**config.mk**
```make
export PLATFORM = sky130hd
export DESIGN_NAME = instr_encoder_loader
export DESIGN_NICKNAME = d
export VERILOG_FILES = /design/src/rtl/instr_encoder_loader.sv
export SDC_FILE = /design/constraint.sdc
export NUM_CORES = 1
export LEC_CHECK = 0
export CAP_MARGIN = 20
export CORE_UTILIZATION = 49
export DETAILED_ROUTE_END_ITERATION = 8
export MAX_ROUTING_LAYER = met4
export PLACE_DENSITY = 0.95
export SLEW_MARGIN = 20
export SYNTH_ARGS = -nofsm -noshare
export SYNTH_HDL_FRONTEND = slang
export SYNTH_SLANG_ARGS = --single-unit
export TNS_END_PERCENT = 5
```
**constraint.sdc**
```tcl
create_clock -name clk -period 3.5 [get_ports clk]
set_input_delay 1.05 -clock clk [delete_from_list [all_inputs] [get_ports clk]]
set_output_delay 1.05 -clock clk [all_outputs]
set_load 0.05 [all_outputs]
```
**src/rtl/instr_encoder_loader.sv**
```systemverilog
// Assembles RV32I instruction words from symbolic fields and streams them
// into instruction memory through a valid/ready write port.
module instr_encoder_loader #(
  parameter int ADDR_W = 32,
  parameter logic [ADDR_W-1:0] RESET_BASE = '0
) (
  input  logic              clk,
  input  logic              rst_n,
  input  logic              i_start,
  input  logic [ADDR_W-1:0] i_base_addr,
  input  logic              i_in_valid,
  output logic              o_in_ready,
  input  logic              i_in_last,
  input  logic [2:0]        i_fmt,
  input  logic [3:0]        i_alu_op,
  input  logic [2:0]        i_f3,
  input  logic [4:0]        i_rd,
  input  logic [4:0]        i_rs1,
  input  logic [4:0]        i_rs2,
  input  logic [31:0]       i_imm,
  output logic              o_imem_we,
  input  logic              i_imem_ready,
  output logic [ADDR_W-1:0] o_imem_addr,
  output logic [31:0]       o_imem_wdata,
  output logic [15:0]       o_count,
  output logic              o_busy,
  output logic              o_done,
  output logic              o_err,
  output logic [15:0]       o_err_index
);

  typedef enum logic [1:0] {
    IDLE = 2'd0,
    RUN  = 2'd1,
    LAST = 2'd2
  } state_t;

  localparam logic [2:0] FMT_R      = 3'd0;
  localparam logic [2:0] FMT_IALU   = 3'd1;
  localparam logic [2:0] FMT_LOAD   = 3'd2;
  localparam logic [2:0] FMT_STORE  = 3'd3;
  localparam logic [2:0] FMT_BRANCH = 3'd4;
  localparam logic [2:0] FMT_JAL    = 3'd5;
  localparam logic [2:0] FMT_JALR   = 3'd6;
  localparam logic [2:0] FMT_U      = 3'd7;

  localparam logic [3:0] OP_SUB   = 4'b0100;
  localparam logic [3:0] OP_LUI   = 4'b1100;
  localparam logic [3:0] OP_AUIPC = 4'b1101;

  state_t            r_state;
  state_t            w_nextState;
  logic              r_we;
  logic [ADDR_W-1:0] r_addr;
  logic [31:0]       r_wdata;
  logic [15:0]       r_count;
  logic              r_done;
  logic              r_err;
  logic [15:0]       r_errIndex;

  logic              w_inReady;
  logic              w_doneNext;
  logic              w_accept;
  logic              w_retire;

  logic [2:0]        w_aluF3;
  logic [6:0]        w_aluF7;
  logic              w_aluOk;
  logic              w_isShift;
  logic              w_imm12Ok;
  logic              w_imm13Ok;
  logic              w_imm21Ok;
  logic [31:0]       w_word;
  logic              w_legal;

  // ALU op code to funct3/funct7; LUI, AUIPC and unused codes have no R/I form.
  always_comb begin
    w_aluF3   = 3'b000;
    w_aluF7   = 7'b0000000;
    w_aluOk   = 1'b1;
    w_isShift = 1'b0;
    case (i_alu_op)
      4'b0000: w_aluF3 = 3'b111;
      4'b0001: w_aluF3 = 3'b110;
      4'b0010: w_aluF3 = 3'b000;
      4'b0011: begin
        w_aluF3   = 3'b001;
        w_isShift = 1'b1;
      end
      4'b0100: begin
        w_aluF3 = 3'b000;
        w_aluF7 = 7'b0100000;
      end
      4'b0101: begin
        w_aluF3   = 3'b101;
        w_isShift = 1'b1;
      end
      4'b0110: w_aluF3 = 3'b011;
      4'b0111: w_aluF3 = 3'b100;
      4'b1000: w_aluF3 = 3'b010;
      4'b1001: begin
        w_aluF3   = 3'b101;
        w_aluF7   = 7'b0100000;
        w_isShift = 1'b1;
      end
      default: w_aluOk = 1'b0;
    endcase
  end

  assign w_imm12Ok = (&i_imm[31:11]) || (~|i_imm[31:11]);
  assign w_imm13Ok = (&i_imm[31:12]) || (~|i_imm[31:12]);
  assign w_imm21Ok = (&i_imm[31:20]) || (~|i_imm[31:20]);

  always_comb begin
    w_word  = 32'h0000_0000;
    w_legal = 1'b0;
    case (i_fmt)
      FMT_R: begin
        w_word  = {w_aluF7, i_rs2, i_rs1, w_aluF3, i_rd, 7'b0110011};
        w_legal = w_aluOk;
      end
      FMT_IALU: begin
        if (w_isShift) begin
          w_word  = {w_aluF7, i_imm[4:0], i_rs1, w_aluF3, i_rd, 7'b0010011};
          w_legal = w_aluOk && (~|i_imm[31:5]);
        end else begin
          w_word  = {i_imm[11:0], i_rs1, w_aluF3, i_rd, 7'b0010011};
          w_legal = w_aluOk && (i_alu_op != OP_SUB) && w_imm12Ok;
        end
      end
      FMT_LOAD: begin
        w_word  = {i_imm[11:0], i_rs1, i_f3, i_rd, 7'b0000011};
        w_legal = w_imm12Ok && (i_f3 != 3'b011) && (i_f3 != 3'b110) &&
                  (i_f3 != 3'b111);
      end
      FMT_STORE: begin
        w_word  = {i_imm[11:5], i_rs2, i_rs1, i_f3, i_imm[4:0], 7'b0100011};
        w_legal = w_imm12Ok && (i_f3 <= 3'b010);
      end
      FMT_BRANCH: begin
        w_word  = {i_imm[12], i_imm[10:5], i_rs2, i_rs1, i_f3, i_imm[4:1],
                   i_imm[11], 7'b1100011};
        w_legal = (i_f3 != 3'b010) && (i_f3 != 3'b011) && !i_imm[0] &&
                  w_imm13Ok;
      end
      FMT_JAL: begin
        w_word  = {i_imm[20], i_imm[10:1], i_imm[11], i_imm[19:12], i_rd,
                   7'b1101111};
        w_legal = !i_imm[0] && w_imm21Ok;
      end
      FMT_JALR: begin
        w_word  = {i_imm[11:0], i_rs1, 3'b000, i_rd, 7'b1100111};
        w_legal = w_imm12Ok;
      end
      FMT_U: begin
        w_word  = {i_imm[31:12], i_rd,
                   (i_alu_op == OP_AUIPC) ? 7'b0010111 : 7'b0110111};
        w_legal = (~|i_imm[11:0]) &&
                  ((i_alu_op == OP_LUI) || (i_alu_op == OP_AUIPC));
      end
      default: begin
        w_word  = 32'h0000_0000;
        w_legal = 1'b0;
      end
    endcase
  end

  always_ff @(posedge clk or negedge rst_n) begin
    if (!rst_n) begin
      r_state <= IDLE;
    end else begin
      r_state <= w_nextState;
    end
  end

  // LAST waits for any word still in the output register before signalling done.
  always_comb begin
    w_nextState = r_state;
    w_inReady   = 1'b0;
    w_doneNext  = 1'b0;
    case (r_state)
      IDLE: begin
        if (i_start) begin
          w_nextState = RUN;
        end
      end
      RUN: begin
        w_inReady = !r_we || i_imem_ready;
        if (w_inReady && i_in_valid && i_in_last) begin
          w_nextState = LAST;
        end
      end
      LAST: begin
        if (!r_we || i_imem_ready) begin
          w_doneNext  = 1'b1;
          w_nextState = IDLE;
        end
      end
      default: w_nextState = IDLE;
    endcase
  end

  assign w_accept = w_inReady && i_in_valid;
  assign w_retire = r_we && i_imem_ready;

  always_ff @(posedge clk or negedge rst_n) begin
    if (!rst_n) begin
      r_we       <= 1'b0;
      r_addr     <= RESET_BASE;
      r_wdata    <= 32'h0000_0000;
      r_count    <= 16'h0000;
      r_done     <= 1'b0;
      r_err      <= 1'b0;
      r_errIndex <= 16'h0000;
    end else begin
      r_done <= w_doneNext;
      if ((r_state == IDLE) && i_start) begin
        r_addr     <= {i_base_addr[ADDR_W-1:2], 2'b00};
        r_count    <= 16'h0000;
        r_err      <= 1'b0;
        r_errIndex <= 16'h0000;
      end else begin
        if (w_retire) begin
          r_addr <= r_addr + ADDR_W'(4);
          if (r_count != 16'hFFFF) begin
            r_count <= r_count + 16'h0001;
          end
        end
        if (w_accept && !w_legal) begin
          r_err <= 1'b1;
          if (!r_err) begin
            r_errIndex <= r_count;
          end
        end
      end
      // A new word may load in the same cycle the previous one retires.
      if (w_accept && w_legal) begin
        r_we    <= 1'b1;
        r_wdata <= w_word;
      end else if (w_retire) begin
        r_we <= 1'b0;
      end
    end
  end

  assign o_in_ready   = w_inReady;
  assign o_imem_we    = r_we;
  assign o_imem_addr  = r_addr;
  assign o_imem_wdata = r_wdata;
  assign o_count      = r_count;
  assign o_busy       = (r_state != IDLE);
  assign o_done       = r_done;
  assign o_err        = r_err;
  assign o_err_index  = r_errIndex;

endmodule

```
==> impl_metrics.csv <==
group,metric,value,unit
placement,gp_congestion,0.915,
timing,slew_violations,0,
synthesis,syn_inst,564,
synthesis,seq_area_frac_synth,0.440,
setup_path,critPathRequiredTime,3730,ps
setup_path,critPathSlowestCell,"clkdlybuf4s50_1",
route,drt-initial-drc-count,311,
timing,period_needed,3340,ps
setup_path,cp_data_arrival_time,3570,ps
global_routing,grt_pass1_vias,5199,
timing,rsz0062_at_grt,"no",
clock_tree,cts-root-buf,"clkbuf_16",
global_routing,track_usage,0.287,
route,wl_per_cell,17.5,um
route,via_per_inst,5.64,
worst_hold_path,hp-class,"reg2reg",
timing,finalWorstSetupSlack,157,ps
status,status,"complete, no violations",
setup_path,crit_cells,9,
timing,fin_crit_sh,0.955,
layout,nets,881,
setup_path,path_cells,"clkdlybuf4s50_1 -> nand4_1 -> or3_1 -> nor3_1 -> a31oi_1 -> o211a_4 -> nor2_8 -> buf_12 -> mux2_2",
clock_tree,ctsHoldBuffers,0,
global_routing,grt_first_pass_wirelength,25.3,mm
timing,slew_headroom,0.473,
placement,portBuffers,191,
synthesis,ys_seq_elements,98,
clock_tree,h-tree-depth,3,
floorplan,num_io_pins,196,
layout,final_common_cell,"clkdlybuf4s50_1",
power,p_comb_frac,0.456,
placement,post-place-cells,913,
synthesis,synth_fa_ha_area_frac,0.00449,
layout,final_cell_mix,"clkdlybuf4s50_1 (189), dfrtp_1 (98), nand2_1 (66)",
synthesis,yosys.area_share.simple,0.188,
synthesis,syn_area_per_cell,9.87,sq um
placement,dp_slack,-181,ps
clock_tree,cts_buffer_depth,2,
synthesis,synth-edff-count,0,
power,power.density,569,mW/mm^2
floorplan,start_util,0.509,
floorplan,rows,38,
synthesis,synth_warnings,0,
setup_path,cp_top_family,"simple AND/OR/NAND/NOR gates",
synthesis,synthArstFlopShare,1.00,
floorplan,core_area,0.0109,sq mm
placement,dp_hpwl,12.3,mm
timing,finalSetupViolCount,0,
clock_tree,clk_pin_slew,70,ps
power,p_sw_frac,0.427,
layout,num_antenna_cells,0,
power,power.total,4640,uW
setup_path,worstRegToRegCells,7,
global_routing,antenna_found_initial,0,
clock_tree,post-cts-setup-buffer-count,0,
timing,fin_skew,8.94,ps
global_routing,grt_max_degree,65,
route,drt-total-wl,16.2,mm
route,ant_nets,0,
power,switching_power,1980,uW
power,power.leakage,0.00341,uW
global_routing,grt_overflow,0,
clock_tree,numCtsBuffers,9,
power,ir_drop,0.000482,V
route,drc,0,
setup_path,worst-path-buf-inv,2,
floorplan,fp.dieW,109,um
clock_tree,clock_latency,350,ps
power,p_int,2660,uW
power,p_seq_frac,0.344,
floorplan,die_h,109,um
route,firstDrtPassIters,5,
layout,drive_gt1_frac,0.144,
timing,max_freq,299,MHz
setup_path,path_class,"in2reg",
synthesis,syn_area,0.00557,sq mm
flow_run,cap_violations,0,
setup_path,cp-start-kind,"input pin",
worst_hold_path,whs_path_depth,1,
route,vias,5237,
clock_tree,cts_tree,"done",
clock_tree,cts_resized,0,
synthesis,synth_compound_area_frac,0.121,
layout,post-route-util,0.746,
timing,hold_viol_final,0,
setup_path,crit_path_end_kind,"register",
synthesis,synthMuxAreaShare,0.135,
synthesis,synth_top_family_by_area,"simple AND/OR/NAND/NOR gates",
layout,syn_to_final_growth,46.4,%
synthesis,ys.flop_type,"dfrtp_1",
synthesis,synth_xor_area_frac,0.0708,
power,clkPwrFrac,0.199,
layout,instances_no_fill,929,
synthesis,yosysUniqueCellTypes,61,
setup_path,crit_path_max_incr_delay,490,ps
floorplan,die_area,0.0118,sq mm
timing,worstMarginPinSlew,790,ps
setup_path,crit_fanout,12,
clock_tree,cts.sinks,98,
[cells in the mapped netlist, drive strengths merged (2+ instances only)]
cell / count / area share
a211oi: 3 / 0.0040
a21oi: 12 / 0.011
a221oi: 2 / 0.0031
a22o: 8 / 0.013
a31oi: 2 / 0.0022
and3: 7 / 0.0079
and4: 5 / 0.0079
buf: 12 / 0.020
clkbuf: 18 / 0.012
dfrtp: 98 / 0.44
ha: 2 / 0.0045
inv: 10 / 0.0067
mux2: 49 / 0.11
mux2i: 14 / 0.025
nand2: 67 / 0.046
nand2b: 7 / 0.0079
nand3: 18 / 0.016
nand3b: 2 / 0.0027
nand4: 14 / 0.016
nor2: 38 / 0.029
nor2b: 14 / 0.016
nor3: 11 / 0.011
nor4: 9 / 0.014
o211a: 2 / 0.0049
o211ai: 6 / 0.0081
o21ai: 55 / 0.049
o22ai: 5 / 0.0056
o31ai: 4 / 0.0063
o41ai: 2 / 0.0031
or2: 5 / 0.0056
or3: 5 / 0.0056
xnor2: 19 / 0.030
xor2: 26 / 0.041
[area by class of cell]
type,instances,area [sq um]
Multi-Input combinational cell,426,2910
Fill cell,751,2780
Sequential cell,98,2450
Timing Repair Buffer,238,2310
Clock buffer,11,233
Tap cell,140,175
Inverter,11,41.3
Clock inverter,5,37.5
[final timing paths]
path | from | to | slack [ps]
max | i_imm[29] | o_imem_wdata[7] | 160
min reg2reg | o_imem_wdata[25] | o_imem_wdata[25] | 490
min | o_imem_wdata[25] | o_imem_wdata[25] | 490
max in group asynchronous | rst_n | o_imem_wdata[30] | 1930
max reg2reg | o_imem_addr[5] | o_imem_addr[25] | 1320
min in group asynchronous | rst_n | o_count[4] | 790
[power by group through the flow]
stage	sequential [uW]	clock (uW)	combinational, uW
4_1_cts	1590	944	2120
3_3_place_gp	1600	0	2080
3_5_place_dp	1610	0	2110
2_1_floorplan	2420	0	475
5_1_grt	1630	995	2210
6_report	1600	925	2120
[metal layers]
layer,vias to the layer above,wire length [um],global-route usage
li1,2448,-,-
met1,2522,6480,0.328
met2,235,8040,0.490
met3,32,1310,0.0616
met4,0,393,0.114
met5,-,0,-
[cell families (layout without fill, tap and decap cells)]
family | after synthesis | count (layout)
buffers and inverters | 41 | 265
xor gates and xnor gates | 45 | 45
and+or+nand+nor | 205 | 205
other | 1 | 2
muxes | 64 | 64
adders and majority gates | 2 | 2
DFF | 98 | 98
AOI/OAI and AO/OA | 108 | 108
[through the flow]
step	cell area, sq um	TNS [ps]	hold slack [ps]
floorplan	5570	0	453
global placement	7890	-1470	471
detailed placement	7890	-5320	481
CTS	8160	0	496
global route	8160	0	512
finish	8160	0	490
[state kept, by name (all words and copies together) (netlist names)]
register and flops:
r_state 2, o_err_index 16, o_count 16, o_imem_wdata 31, o_done 1, o_imem_addr 30, o_imem_we 1, o_err 1
No activity file was read; power rests on OpenSTA's default activity.
